## src/rtl/block_row_reader.sv

```systemverilog
// Consumer end of the block-store line interface. Steps the rotating store with
// next_line, latches the row at the store output and answers per-column queries.
module block_row_reader #(
  parameter int unsigned NUM_ROWS = 16,
  parameter int unsigned NUM_COLS = 9,
  parameter int unsigned TAG_W    = 4
) (
  input  logic                      clk,
  input  logic                      nRst,
  input  logic [NUM_COLS+TAG_W-1:0] line,
  output logic                      next_line,
  input  logic                      frame_start,
  input  logic                      row_advance,
  input  logic [3:0]                col_idx,
  output logic                      block_present,
  output logic [TAG_W-1:0]          row_index,
  output logic                      row_valid,
  output logic                      busy,
  output logic                      tag_err,
  output logic                      overrun
);

  typedef enum logic [1:0] {StIdle, StSync, StStep, StLatch} state_e;

  state_e              state_q, state_d;
  logic [TAG_W-1:0]    ptr_q, ptr_after;
  logic                next_line_q, next_line_d;
  logic [NUM_COLS-1:0] row_buf_q, row_buf_d;
  logic [TAG_W-1:0]    row_index_q, row_index_d;
  logic                row_valid_q, row_valid_d;
  logic                pending_q, pending_d;
  logic                tag_err_q, tag_err_d;
  logic                overrun_q, overrun_d;
  logic [15:0]         col_bits;

  // Pointer value once any pulse issued this cycle has rotated the store.
  always_comb begin
    ptr_after = ptr_q;
    if (next_line_q) begin
      ptr_after = (ptr_q == TAG_W'(NUM_ROWS - 1)) ? '0 : ptr_q + TAG_W'(1);
    end
  end

  // Next-state, pulse generation, latching and sticky error flags.
  always_comb begin
    state_d     = state_q;
    next_line_d = 1'b0;
    row_buf_d   = row_buf_q;
    row_index_d = row_index_q;
    row_valid_d = row_valid_q;
    pending_d   = pending_q;
    tag_err_d   = tag_err_q;
    overrun_d   = overrun_q;

    if (frame_start) begin
      // Realignment wins over everything; a coincident row_advance is dropped.
      pending_d = 1'b0;
      if (ptr_after == '0) begin
        state_d = StLatch;
      end else begin
        state_d     = StSync;
        next_line_d = 1'b1;
      end
    end else begin
      if (row_advance && (state_q != StIdle)) begin
        if (pending_q) overrun_d = 1'b1;
        else           pending_d = 1'b1;
      end
      unique case (state_q)
        StIdle: begin
          if (row_advance || pending_q) begin
            state_d     = StStep;
            next_line_d = 1'b1;
            // A fresh request arriving while a pending one is served is kept.
            pending_d   = row_advance && pending_q;
          end
        end
        StSync: begin
          if (ptr_after == '0) state_d = StLatch;
          else                 next_line_d = 1'b1;
        end
        StStep: state_d = StLatch;
        StLatch: begin
          row_buf_d   = line[NUM_COLS+TAG_W-1:TAG_W];
          row_index_d = ptr_q;
          row_valid_d = 1'b1;
          if (line[TAG_W-1:0] != ptr_q) tag_err_d = 1'b1;
          state_d = StIdle;
        end
        default: state_d = StIdle;
      endcase
    end

    // The buffer no longer matches the store output once it starts rotating.
    if (next_line_d) row_valid_d = 1'b0;
  end

  // State and datapath registers, asynchronously reset with the store.
  always_ff @(posedge clk or negedge nRst) begin
    if (!nRst) begin
      state_q     <= StIdle;
      ptr_q       <= '0;
      next_line_q <= 1'b0;
      row_buf_q   <= '0;
      row_index_q <= '0;
      row_valid_q <= 1'b0;
      pending_q   <= 1'b0;
      tag_err_q   <= 1'b0;
      overrun_q   <= 1'b0;
    end else begin
      state_q     <= state_d;
      ptr_q       <= ptr_after;
      next_line_q <= next_line_d;
      row_buf_q   <= row_buf_d;
      row_index_q <= row_index_d;
      row_valid_q <= row_valid_d;
      pending_q   <= pending_d;
      tag_err_q   <= tag_err_d;
      overrun_q   <= overrun_d;
    end
  end

  // Zero-extend so out-of-range column queries read as empty.
  assign col_bits      = 16'(row_buf_q);
  assign block_present = row_valid_q & col_bits[col_idx];

  assign next_line = next_line_q;
  assign row_index = row_index_q;
  assign row_valid = row_valid_q;
  assign busy      = (state_q != StIdle);
  assign tag_err   = tag_err_q;
  assign overrun   = overrun_q;

endmodule

```

## config.mk

```make
export PLATFORM = sky130hd
export DESIGN_NAME = block_row_reader
export DESIGN_NICKNAME = d
export VERILOG_FILES = /design/src/rtl/block_row_reader.sv
export SDC_FILE = /design/constraint.sdc
export NUM_CORES = 1
export LEC_CHECK = 0
export BUFFER_PORTS_ARGS = -buffer_cell sky130_fd_sc_hd__clkbuf_2
export CORE_AREA = 2 2 74 76
export DETAILED_ROUTE_END_ITERATION = 16
export DIE_AREA = 0 0 76 78
export HOLD_SLACK_MARGIN = 0.03
export SYNTH_ARGS = -nofsm -noshare
export SYNTH_HDL_FRONTEND = slang
export SYNTH_SLANG_ARGS = --single-unit
```

## constraint.sdc

```tcl
create_clock -name clk -period 2.15 [get_ports clk]
set_clock_uncertainty 0.15 [all_clocks]
set_input_delay 0.3225 -clock clk [delete_from_list [all_inputs] [get_ports clk]]
set_output_delay 0.3225 -clock clk [all_outputs]
set_load 0.01 [all_outputs]
```

# Word-level counts from Yosys, hierarchy flattened
# Cells that the tools add are included.
# word_totals
ff_bits	24
input_bits	21
out_inout_bits	10
# op_classes
n_addsub	1
order_cmp	1
eq_ne	8
muxes	20
bitwise_logic	2
n_reduce_logical	12
# ops
cell	n
1-bit two-way mux	11
2-bit two-way mux	4
4-bit two-way mux	2
2-bit one-hot mux with 4 select lines	1
3-bit inequality test, second input constant	2
2-bit AND reduction	3
3-bit AND reduction	2
4-bit by 5-bit less-than comparator with 1-bit output, second input constant	1
4-bit by 1-bit adder with 4-bit output, second input constant	1
1-bit binary-select mux with 4-bit select	1
2-bit equality test, second input constant	2
4-bit equality test, second input constant	1
4-bit zero test	1
4-bit inequality test	1
2-bit nonzero test	2
2-bit by 1-bit equality test with 1-bit output, second input constant	1
1-bit logical AND	2
2-bit zero test	1
2-bit by 1-bit inequality test with 1-bit output, second input constant	1
1-bit one-hot mux with 2 select lines	1
1-bit bitwise AND	1
1-bit logical OR	1
1-bit NOT	1

# Depth between registers and ports, before layout
# Gate-level depths: netlist of the first run.
# logic_depth
ltp_word	9
depth_mapped	6
ltp_nobuf	6

# Worst setup path after synthesis of the first run
# OpenSTA, ideal clock, no wires.
# synth_timing
path_kind	register to register
start	reg ptr_q[0]
end	reg state_q[1]
arrival_ps	1932
slack_ps	-59
stages_incl_launch_ff	7
synth_period_minus_slack_ps	2209
path_cell_list	dfrtp_1 ha_1 or4b_1 o311ai_2 a21oi_2 nor3_2 mux2_1
# synth_between
elab_chain_len	6
word_cells_on_any_way	9
# synth_rtl
element	line	text
from (decl)	26	logic [TAG_W-1:0] ptr_q, ptr_after;
from (signal assigned)	112	ptr_q <= ptr_after;
4-bit by 1-bit adder with 4-bit output or 4-bit equality test (tied branches)	40	ptr_after = (ptr_q == TAG_W'(NUM_ROWS - 1)) ? '0 : ptr_q + TAG_W'(1);
4-bit two-way mux	40	
4-bit two-way mux (*)	39	if (next_line_q) begin
4-bit zero test (*)	58, 79	
3-bit inequality test (no line) or 2-bit two-way mux (tied branches)	-	
2-bit AND reduction (no line) or 2-bit two-way mux (tied branches)	-	
to (signal assigned)	101	state_q <= StIdle;
to (signal assigned)	111	state_q <= state_d;
to (decl)	25	state_e state_q, state_d;
# Mark *: on every way between the ends. The rest lies on a longest branch, timed or not.
# A chain may end at the register's enable or synchronous reset.

# Worst setup path in the final report of the first run
# layout_timing
start	reg row_buf_q[7]
end	out block_present
# layout_between
elab_chain_len	3
# layout_rtl
element	line	text
from (decl)	28	logic [NUM_COLS-1:0] row_buf_q, row_buf_d;
from (signal assigned)	114	row_buf_q <= row_buf_d;
1-bit binary-select mux with 4-bit select	125	assign block_present = row_valid_q & col_bits[col_idx];
1-bit two-way mux (not written as such)	125	
1-bit bitwise AND	125	
to (decl)	15	output logic block_present,
# No other way between the ends. The select of a mux whose other input is x is not followed.

==> run_results.csv, run 1 <==
group,metric,value,unit
setup_path,cp.arrival,1710,ps
run_status,status,"finished, violations left",
pwr,power_frac_comb,44.4,%
synthesis,ys.flop_type,"dfrtp_1",
synthesis,synth.cell_area,1244,sq um
cells_and_area,multi_input_area,596.8,sq um
cells_and_area,fillers,523,
timing,worstMarginPinSlew,613.8,ps
timing,slew_headroom,59.08,%
worst_hold_path,hold_depth,2,
setup_path,reg2reg_depth,6,
cells_and_area,instances_no_fill,207,
timing,setup_viol,1,
floorplanning,initial_utilization,24.67,%
setup_path,cpMaxStageDelayCell,"mux4_2",
job,drv_cap,0,
synthesis,yosys_warnings,0,
synthesis,synth_edf_count,0,
place,dp.cells,202,
timing,whs,130.1,ps
timing,fin_crit,2178,ps
setup_path,critical_path_class,"reg2out",
timing,fmax,459.1,MHz
drt,routed_wl,2.374,mm
cells_and_area,layout.nets,164,
drt,wl_met2,1.103,mm
clock_network,cts_buffers,3,
setup_path,max_stage_delay,480,ps
clock_network,clock_latency,270,ps
synthesis,syn_avg_cell_area,12.44,sq um
drt,drt-met1-wl,1.135,mm
floorplanning,num_rows,26,
timing,post-route-period-util,101.3,%
drt,dr_wl_met3,114,um
clock_network,cts_setup_buffers,0,
pwr,ir_drop,0.3800,mV
timing,finalHoldViolCount,0,
clock_network,clkTransAtPathRegs,90,ps
timing,drv_slew,0,
synthesis,syn_inst,100,
drt,vias_per_cell,4.285,
synthesis,yosys.cell_types.count,35,
clock_network,cts_tree,"yes",
clock_network,h-tree-depth,1,
floorplanning,io_pins,31,
global_route,antenna_found_initial,0,
timing,rsz0062_at_grt,"yes",
place,dp_hpwl,1.804,mm
cells_and_area,design_area,1580,sq um
place,place.gp.congestion,0.7360,
worst_hold_path,min_from,"line[4]",
drt,drt_iter0_drc,34,
pwr,p_sw_share,33.08,%
floorplanning,die_w,76,um
setup_path,critical_path_depth,4,
cells_and_area,layout-drive-gt1-share,48.18,%
global_route,overflow,0,
place,post_dp_cell_area,1495,sq um
drt,dr.max_layer_used,"met4",
synthesis,synth_nets,126,
setup_path,worstReg2RegEnd,"state_q[1]",
cells_and_area,register_area,600.6,sq um
clock_network,clockBufferDepth,2,
cells_and_area,antenna_cells,0,
setup_path,critPathLaunchType,"flop",
pwr,switching_power,0.7030,mW
floorplanning,die_area,5928,sq um
synthesis,ys_ff_latch,24,
timing,layout_setup_ws,-28.14,ps
pwr,p_clk_share,18.5,%
pwr,p_int,1.422,mW
global_route,grt_pass1_vias,900,
clock_network,cts-root-buf,"clkbuf_8",
setup_path,startpoint,"row_buf_q[7]",
drt,wire_per_inst,11.47,um
run_status,violations,"negative setup slack",
synthesis,synthArstFlopShare,100.0,%
setup_path,crit_buf_inv,1,
pwr,p_seq_share,37.1,%
cells_and_area,fin_util,31.34,%
floorplanning,die_h,78,um
setup_path,cp_data_required_time,1680,ps
worst_hold_path,hold_end,"row_buf_q[0]",
drt,num_vias,887,
global_route,grt_pass1_wl,4.140,mm
global_route,grt_max_degree,25,
setup_path,critPathCaptureType,"output port",
synthesis,yosysSeqAreaShare,48.29,%
clock_network,cts_sinks,24,
setup_path,crit_chain,"mux4_2, mux2_4, o211a_1, clkbuf_2",
cells_and_area,area_growth_syn_to_layout,27.06,%
worst_hold_path,holdCritPathClass,"in2reg",
setup_path,crit_fanout,2,
setup_path,rrSetupSlack,20,ps
floorplanning,coreArea,5042,sq um
global_route,grt_use_total,8.606,%
drt,ant_nets,0,
drt,drc,0,
pwr,p_leak,0.7259,nW
pwr,p_per_area,1345,nW/um^2
setup_path,timing.rr.start,"ptr_q[0]",
setup_path,cpLargestDelayFamily,"multiplexers",
drt,dr.pass1.iters,4,
place,numPortBuffers,30,
-- cells in the final DEF (no fill, tap or decap), types with 2 or more instances in the layout --
master    count
a21oi_1       3
a21oi_2       2
buf_4         6
clkbuf_2     30
clkbuf_8      3
dfrtp_1      24
ha_1          5
inv_1         5
mux2_2       14
mux4_2        2
nand2_1       5
nand3_1       2
nor2_1        5
o21ai_0       2
o22ai_1       2
xnor2_1       5
-- metal layers --
metal | global-route usage (%) | vias to the layer above
met4 | 2.727 | 0
met3 | 2.442 | 2
met5 | 0 | -
met1 | 11.03 | 433
li1 | - | 430
met2 | 14.11 | 22
-- area by class of cell --
cell class                      count  share of cell area (%)
Inverter                            5                   1.188
Clock inverter                      1                   1.900
Multi-Input combinational cell     67                   37.77
Timing Repair Buffer               37                   12.98
Sequential cell                    24                   38.00
Tap cell                           70                   5.542
Clock buffer                        3                   2.613
-- worst max-delay path by stage --
stage                     slack [ps]            end
after CTS                        -50  block_present
after detailed placement          20     state_q[1]
after global routing            -110  block_present
after floorplan                  -10     state_q[1]
final                            -30  block_present
after global placement            40     state_q[1]
-- flip-flops by register name (all words and copies together) (netlist names) --
signal,count
tag_err,1
overrun,1
row_buf_q,9
state_q,2
pending_q,1
next_line,1
row_index,4
row_valid,1
ptr_q,4
-- power by group through the flow --
stage	Sequential, mW	Combinational [mW]	Clock [mW]
after floorplan	0.810	0.647	0
after global placement	0.796	0.930	0
after detailed placement	0.801	0.946	0
after CTS	0.793	0.959	0.407
after global routing	0.824	1.06	0.421
final	0.788	0.944	0.393
-- what timing repair did --
| item | 4_1_cts | 5_1_grt |
|---|---|---|
| hold buffers | 1 | 0 |
| resized for setup | 1 | 0 |
| endpoints found under the setup margin | 2 | 2 |
| endpoints found under the hold margin | 24 | 0 |
-- per-stage QoR --
| step | setup WS (ps) | setup TNS [ps] | total power, mW |
|---|---|---|---|
| finish | -28.14 | -28.14 | 2.125 |
| global route | -110.6 | -177.5 | 2.307 |
| CTS | -45.60 | -47.09 | 2.160 |
| detailed placement | 20.28 | 0 | 1.746 |
| global placement | 43.64 | 0 | 1.726 |
| floorplan | -13.14 | -13.14 | 1.457 |
-- Yosys cell counts, types with 2 or more instances --
library cell / count / area (sq um)
o22ai_1: 2 / 12.51
buf_6: 2 / 22.52
a21oi_1: 3 / 15.01
nand2_1: 5 / 18.77
ha_1: 5 / 62.56
inv_1: 5 / 18.77
nand3_1: 2 / 10.01
mux4_2: 2 / 45.04
dfrtp_1: 24 / 600.6
xnor2_1: 5 / 43.79
a21oi_2: 2 / 17.52
o21ai_0: 2 / 10.01
nor2_1: 5 / 18.77
mux2_2: 15 / 168.9
-- cell families after synthesis --
family                   synth area share [%]
AO/OA/AOI/OAI                           9.457
XOR/XNOR                                3.521
adder cells (fa/ha/maj)                 5.030
buffers and inverters                   4.024
flip-flops                              48.29
multiplexers                            18.91
AND/OR/NAND/NOR                         10.77
Note: power is estimated with default switching activity, not from simulation.
==> run 2: changes to the inputs <==
==> constraint.sdc (replaced) <==
create_clock -name clk -period 2.15 [get_ports clk]
set_clock_uncertainty 0.15 [all_clocks]
set_input_delay 0.43 -clock clk [delete_from_list [all_inputs] [get_ports clk]]
set_output_delay 0.43 -clock clk [all_outputs]
set_load 0.01 [all_outputs]
==> run_results.csv, run 2 (synthesized netlist as in run 1, its figures left out) <==
group,metric,value,unit
run_status,status,"finished, violations left",
run_status,violations,"negative setup slack",
job,drv_cap,0,
setup_path,reg2reg_depth,6,
place,place.gp.congestion,0.7446,
floorplanning,die_area,5928,sq um
clock_network,cts_sinks,24,
cells_and_area,antenna_cells,0,
timing,rsz0062_at_grt,"yes",
clock_network,h-tree-depth,1,
pwr,ir_drop,0.3268,mV
global_route,met1_usage,11.94,%
clock_network,cts-root-buf,"clkbuf_8",
global_route,grt_pass1_vias,937,
place,numPortBuffers,30,
worst_hold_path,holdCritPathClass,"in2reg",
drt,drc,0,
place,dp_hpwl,1.828,mm
drt,drt_iter0_drc,47,
cells_and_area,layout.nets,167,
cells_and_area,top_register,"row_buf_q",
setup_path,critPathLaunchType,"flop",
global_route,grt_pass1_wl,4.312,mm
cells_and_area,area_growth_syn_to_layout,29.68,%
setup_path,crit_end,"block_present",
drt,dr.pass1.iters,4,
floorplanning,num_rows,26,
clock_network,cts_tree,"yes",
setup_path,rrSetupSlack,10,ps
global_route,overflow,0,
clock_network,cts_buffers,3,
setup_path,critPathCaptureType,"output port",
global_route,antenna_found_initial,0,
global_route,grt_use_total,8.796,%
timing,slew_headroom,60.20,%
timing,tns,-131.9,ps
drt,vias_per_cell,4.243,
setup_path,cp.arrival,1700,ps
floorplanning,die_w,76,um
setup_path,startpoint,"row_buf_q[7]",
timing,layout_setup_ws,-131.9,ps
cells_and_area,layout_commonest_cell,"clkbuf_2",
global_route,grt-busiest-layer,"met2",
cells_and_area,largest_register_ffs,9,
timing,post-route-period-util,106.1,%
timing,drv_slew,0,
floorplanning,initial_utilization,24.67,%
cells_and_area,layout-drive-gt1-share,51.43,%
cells_and_area,final_cell_mix,"30 x clkbuf_2, 24 x dfrtp_1, 15 x mux2_2",
timing,finalHoldViolCount,0,
timing,whs,239.5,ps
setup_path,crit_fanout,2,
drt,num_vias,891,
global_route,grtUsageMet2,13.66,%
drt,routed_wl,2.346,mm
timing,setup_viol,1,
setup_path,critical_path_class,"reg2out",
clock_network,clockBufferDepth,2,
setup_path,timing.rr.start,"ptr_q[0]",
timing,fin_crit,2282,ps
timing,fmax,438.2,MHz
drt,ant_nets,0,
timing,worstMarginPinSlew,597.1,ps
floorplanning,coreArea,5042,sq um
clock_network,clock_latency,260,ps
floorplanning,die_h,78,um
setup_path,worstReg2RegEnd,"state_q[1]",
pwr,p_per_area,1345,nW/um^2
clock_network,clkTransAtPathRegs,80,ps
global_route,met3_usage,2.093,%
cells_and_area,fillers,527,
floorplanning,io_pins,31,
pwr,p_leak,0.7415,nW
drt,wire_per_inst,11.17,um
global_route,grt_max_degree,25,
setup_path,cp_data_required_time,1570,ps
-- run 2: cell types whose count changed in the layout (fill, tap and decap cells not counted), sizes merged --
| cell | delta |
|---|---|
| buf | +3 |
| bufinv | -1 |
| clkbuf | +1 |
-- run 2: power breakdown --
group | switching (mW) | leakage (nW) | internal [mW]
Clock | 0.139 | 0.0288 | 0.163
Sequential | 0.139 | 0.280 | 0.654
Combinational | 0.465 | 0.433 | 0.609
Total | 0.742 | 0.741 | 1.43
-- run 2: worst min path at each step --
stage / from / end / slack, ps / cells after the start
2_1_floorplan: nRst / next_line / -20 / 0
3_3_place_gp: tag_err / tag_err / 290 / 1
3_5_place_dp: tag_err / tag_err / 300 / 1
4_1_cts: line[4] / row_buf_q[0] / 230 / 2
5_1_grt: line[9] / row_buf_q[5] / 240 / 2
6_report: line[4] / row_buf_q[0] / 240 / 2
-- run 2: repair_timing --
| action | CTS | global route |
|---|---|---|
| setup buffers | 0 | 2 |
| hold buffers | 1 | 0 |
| endpoints found under the setup margin | 2 | 5 |
| endpoints found under the hold margin | 22 | 0 |
| pin swaps | 0 | 2 |
| gates resized for setup | 0 | 4 |
| cloned | 0 | 0 |
-- run 2: final cells by class --
| cell class | instances | area (sq um) | share of cell area, % |
|---|---|---|---|
| Clock buffer | 4 | 55.05 | 3.413 |
| Inverter | 5 | 18.77 | 1.164 |
| Tap cell | 70 | 87.58 | 5.431 |
| Sequential cell | 24 | 600.6 | 37.24 |
| Timing Repair Buffer | 40 | 227.7 | 14.12 |
| Multi-Input combinational cell | 67 | 623.1 | 38.63 |
-- run 2: per-layer routing --
layer	wire, um	part of all wire, %
met4	40	1.7
met3	105	4.5
met5	0	0
met1	1150	49
met2	1050	45
-- run 2: metrics by stage --
step           area, sq um  cells  power [mW]  utilization, %  worst slack (ps)
6_report              1613    210       2.169           31.99            -131.9
2_1_floorplan         1244    100       1.457               -            -13.14
3_3_place_gp          1503    203       1.742           29.80            -59.11
3_5_place_dp          1503    203       1.767           29.80            -69.54
5_1_grt               1613    210       2.357           31.99            -228.5
4_1_cts               1568    208       2.078           31.09            -150.6
-- run 2: critical path, stage by stage (launching register included) --
cell and delay, ps:
dfrtp_1 390, mux4_2 450, mux2_2 270, o211a_1 200, clkbuf_2 120
==> run 3: changes to the inputs <==
- clock period: 2.15 -> 2.3 ns (I/O delays scaled with it)
==> run_results.csv, run 3 (synthesized netlist as in run 1, its figures left out) <==
group,metric,value,unit
setup_path,critPathLaunchType,"flop",
floorplanning,initial_utilization,24.67,%
setup_path,crit_chain,"mux4_2, mux2_2, o211a_1, clkbuf_2",
setup_path,max_stage_delay,460,ps
drt,drt_iter0_drc,20,
setup_path,crit_buf_inv,1,
setup_path,cp_data_required_time,1690,ps
job,drv_cap,0,
setup_path,worstReg2RegEnd,"state_q[1]",
clock_network,cts_sinks,24,
clock_network,clkTransAtPathRegs,80,ps
pwr,design_power_total,1.910,mW
drt,drc,0,
place,dp.cells,203,
place,place.gp.congestion,0.7292,
setup_path,crit_fanout,2,
timing,setup_viol,1,
clock_network,cts_buffers,3,
cells_and_area,instances_no_fill,207,
place,numPortBuffers,30,
setup_path,rrSetupSlack,150,ps
timing,tns,-11.00,ps
clock_network,cts_setup_buffers,0,
drt,vias_per_cell,4.275,
cells_and_area,largest_register_ffs,9,
timing,fin_crit,2311,ps
timing,finalHoldViolCount,0,
run_status,status,"finished, violations left",
cells_and_area,layout.nets,164,
timing,worstMarginPinSlew,595.8,ps
setup_path,cpMaxStageDelayCell,"mux4_2",
clock_network,clock_latency,260,ps
floorplanning,num_rows,26,
floorplanning,die_w,76,um
worst_hold_path,holdCritPathClass,"in2async",
timing,post-route-period-util,100.5,%
global_route,overflow,0,
cells_and_area,area_growth_syn_to_layout,25.25,%
global_route,antenna_found_initial,0,
cells_and_area,fillers,526,
drt,ant_nets,0,
drt,dr.pass1.iters,5,
floorplanning,coreArea,5042,sq um
drt,num_vias,885,
setup_path,critical_path_depth,4,
floorplanning,die_area,5928,sq um
clock_network,cts-root-buf,"clkbuf_8",
cells_and_area,layout_commonest_cell,"clkbuf_2",
timing,drv_slew,0,
setup_path,cp.arrival,1700,ps
global_route,grt_max_degree,25,
global_route,grt_pass1_vias,882,
setup_path,critPathCaptureType,"output port",
setup_path,critical_path_class,"reg2out",
timing,slew_headroom,60.28,%
drt,wire_per_inst,11.42,um
clock_network,clockBufferDepth,2,
place,pre_cts_slack,22.62,ps
floorplanning,io_pins,31,
run_status,violations,"negative setup slack",
cells_and_area,final_cell_mix,"30 x clkbuf_2, 24 x dfrtp_1, 15 x mux2_2",
floorplanning,die_h,78,um
global_route,grt_pass1_wl,4.105,mm
pwr,p_per_area,1226,nW/um^2
pwr,ir_drop,0.2931,mV
drt,routed_wl,2.363,mm
timing,rsz0062_at_grt,"yes",
place,dp_hpwl,1.826,mm
pwr,p_leak,0.7151,nW
cells_and_area,layout-drive-gt1-share,48.91,%
setup_path,reg2reg_depth,6,
cells_and_area,top_register,"row_buf_q",
timing,fmax,432.7,MHz
clock_network,cts_tree,"yes",
clock_network,h-tree-depth,1,
timing,layout_setup_ws,-11.00,ps
setup_path,cpLargestDelayFamily,"multiplexers",
setup_path,timing.rr.start,"ptr_q[0]",
cells_and_area,antenna_cells,0,
global_route,grt_use_total,8.520,%
==> run 3: layout make-up <==
class | instances | area (sq um) | area share, %
clock buffer | 4 | 55.05 | 3.534
inverter | 5 | 18.77 | 1.205
multi-input combinational | 67 | 593.1 | 38.07
sequential | 24 | 600.6 | 38.55
tap | 70 | 87.58 | 5.623
timing repair buffer | 37 | 202.7 | 13.01
==> run 3: per-stage QoR <==
step	utilization [%]	cell area [sq um]	hold slack (ps)
final	30.89	1558	36.72
after global routing	30.89	1558	73.64
after CTS	30.89	1558	50.58
after detailed placement	29.80	1503	295.1
after global placement	29.80	1503	294.1
after floorplan	-	1244	14.41
==> run 3: where the power goes <==
part           switching, mW  internal (mW)
Clock                  0.126          0.153
Combinational          0.408          0.491
Sequential             0.119          0.612
Total                  0.654           1.26
==> run 3: how the worst max path moves through the flow <==
stage / slack (ps) / startpoint / to
after floorplan: 90 / ptr_q[0] / state_q[1]
after global placement: 30 / col_idx[0] / block_present
after detailed placement: 20 / col_idx[0] / block_present
after CTS: -20 / row_buf_q[7] / block_present
after global routing: -90 / row_buf_q[7] / block_present
final: -10 / row_buf_q[3] / block_present
==> run 3: what timing repair did <==
item / 4_1_cts / 5_1_grt
pin swaps: 0 / 1
gates resized for setup: 0 / 0
endpoints found under the setup margin: 1 / 2
hold buffers: 0 / 0
==> run 3: routing by layer <==
| metal | vias to the layer above | GRT usage [%] | share of wire (%) |
|---|---|---|---|
| met5 | - | 0 | 0 |
| met4 | 0 | 3.273 | 0.89 |
| met3 | 2 | 1.977 | 4.1 |
| met2 | 20 | 14.20 | 48 |
| met1 | 433 | 10.77 | 47 |
| li1 | 430 | - | - |
==> run 3: worst reg2reg max path, cell delays in order (launching register included) <==
cell      delay (ps)
dfrtp_1          390
ha_1             310
or4b_1           490
o311ai_2         110
a21oi_2          100
nor3_2           150
mux2_1           340
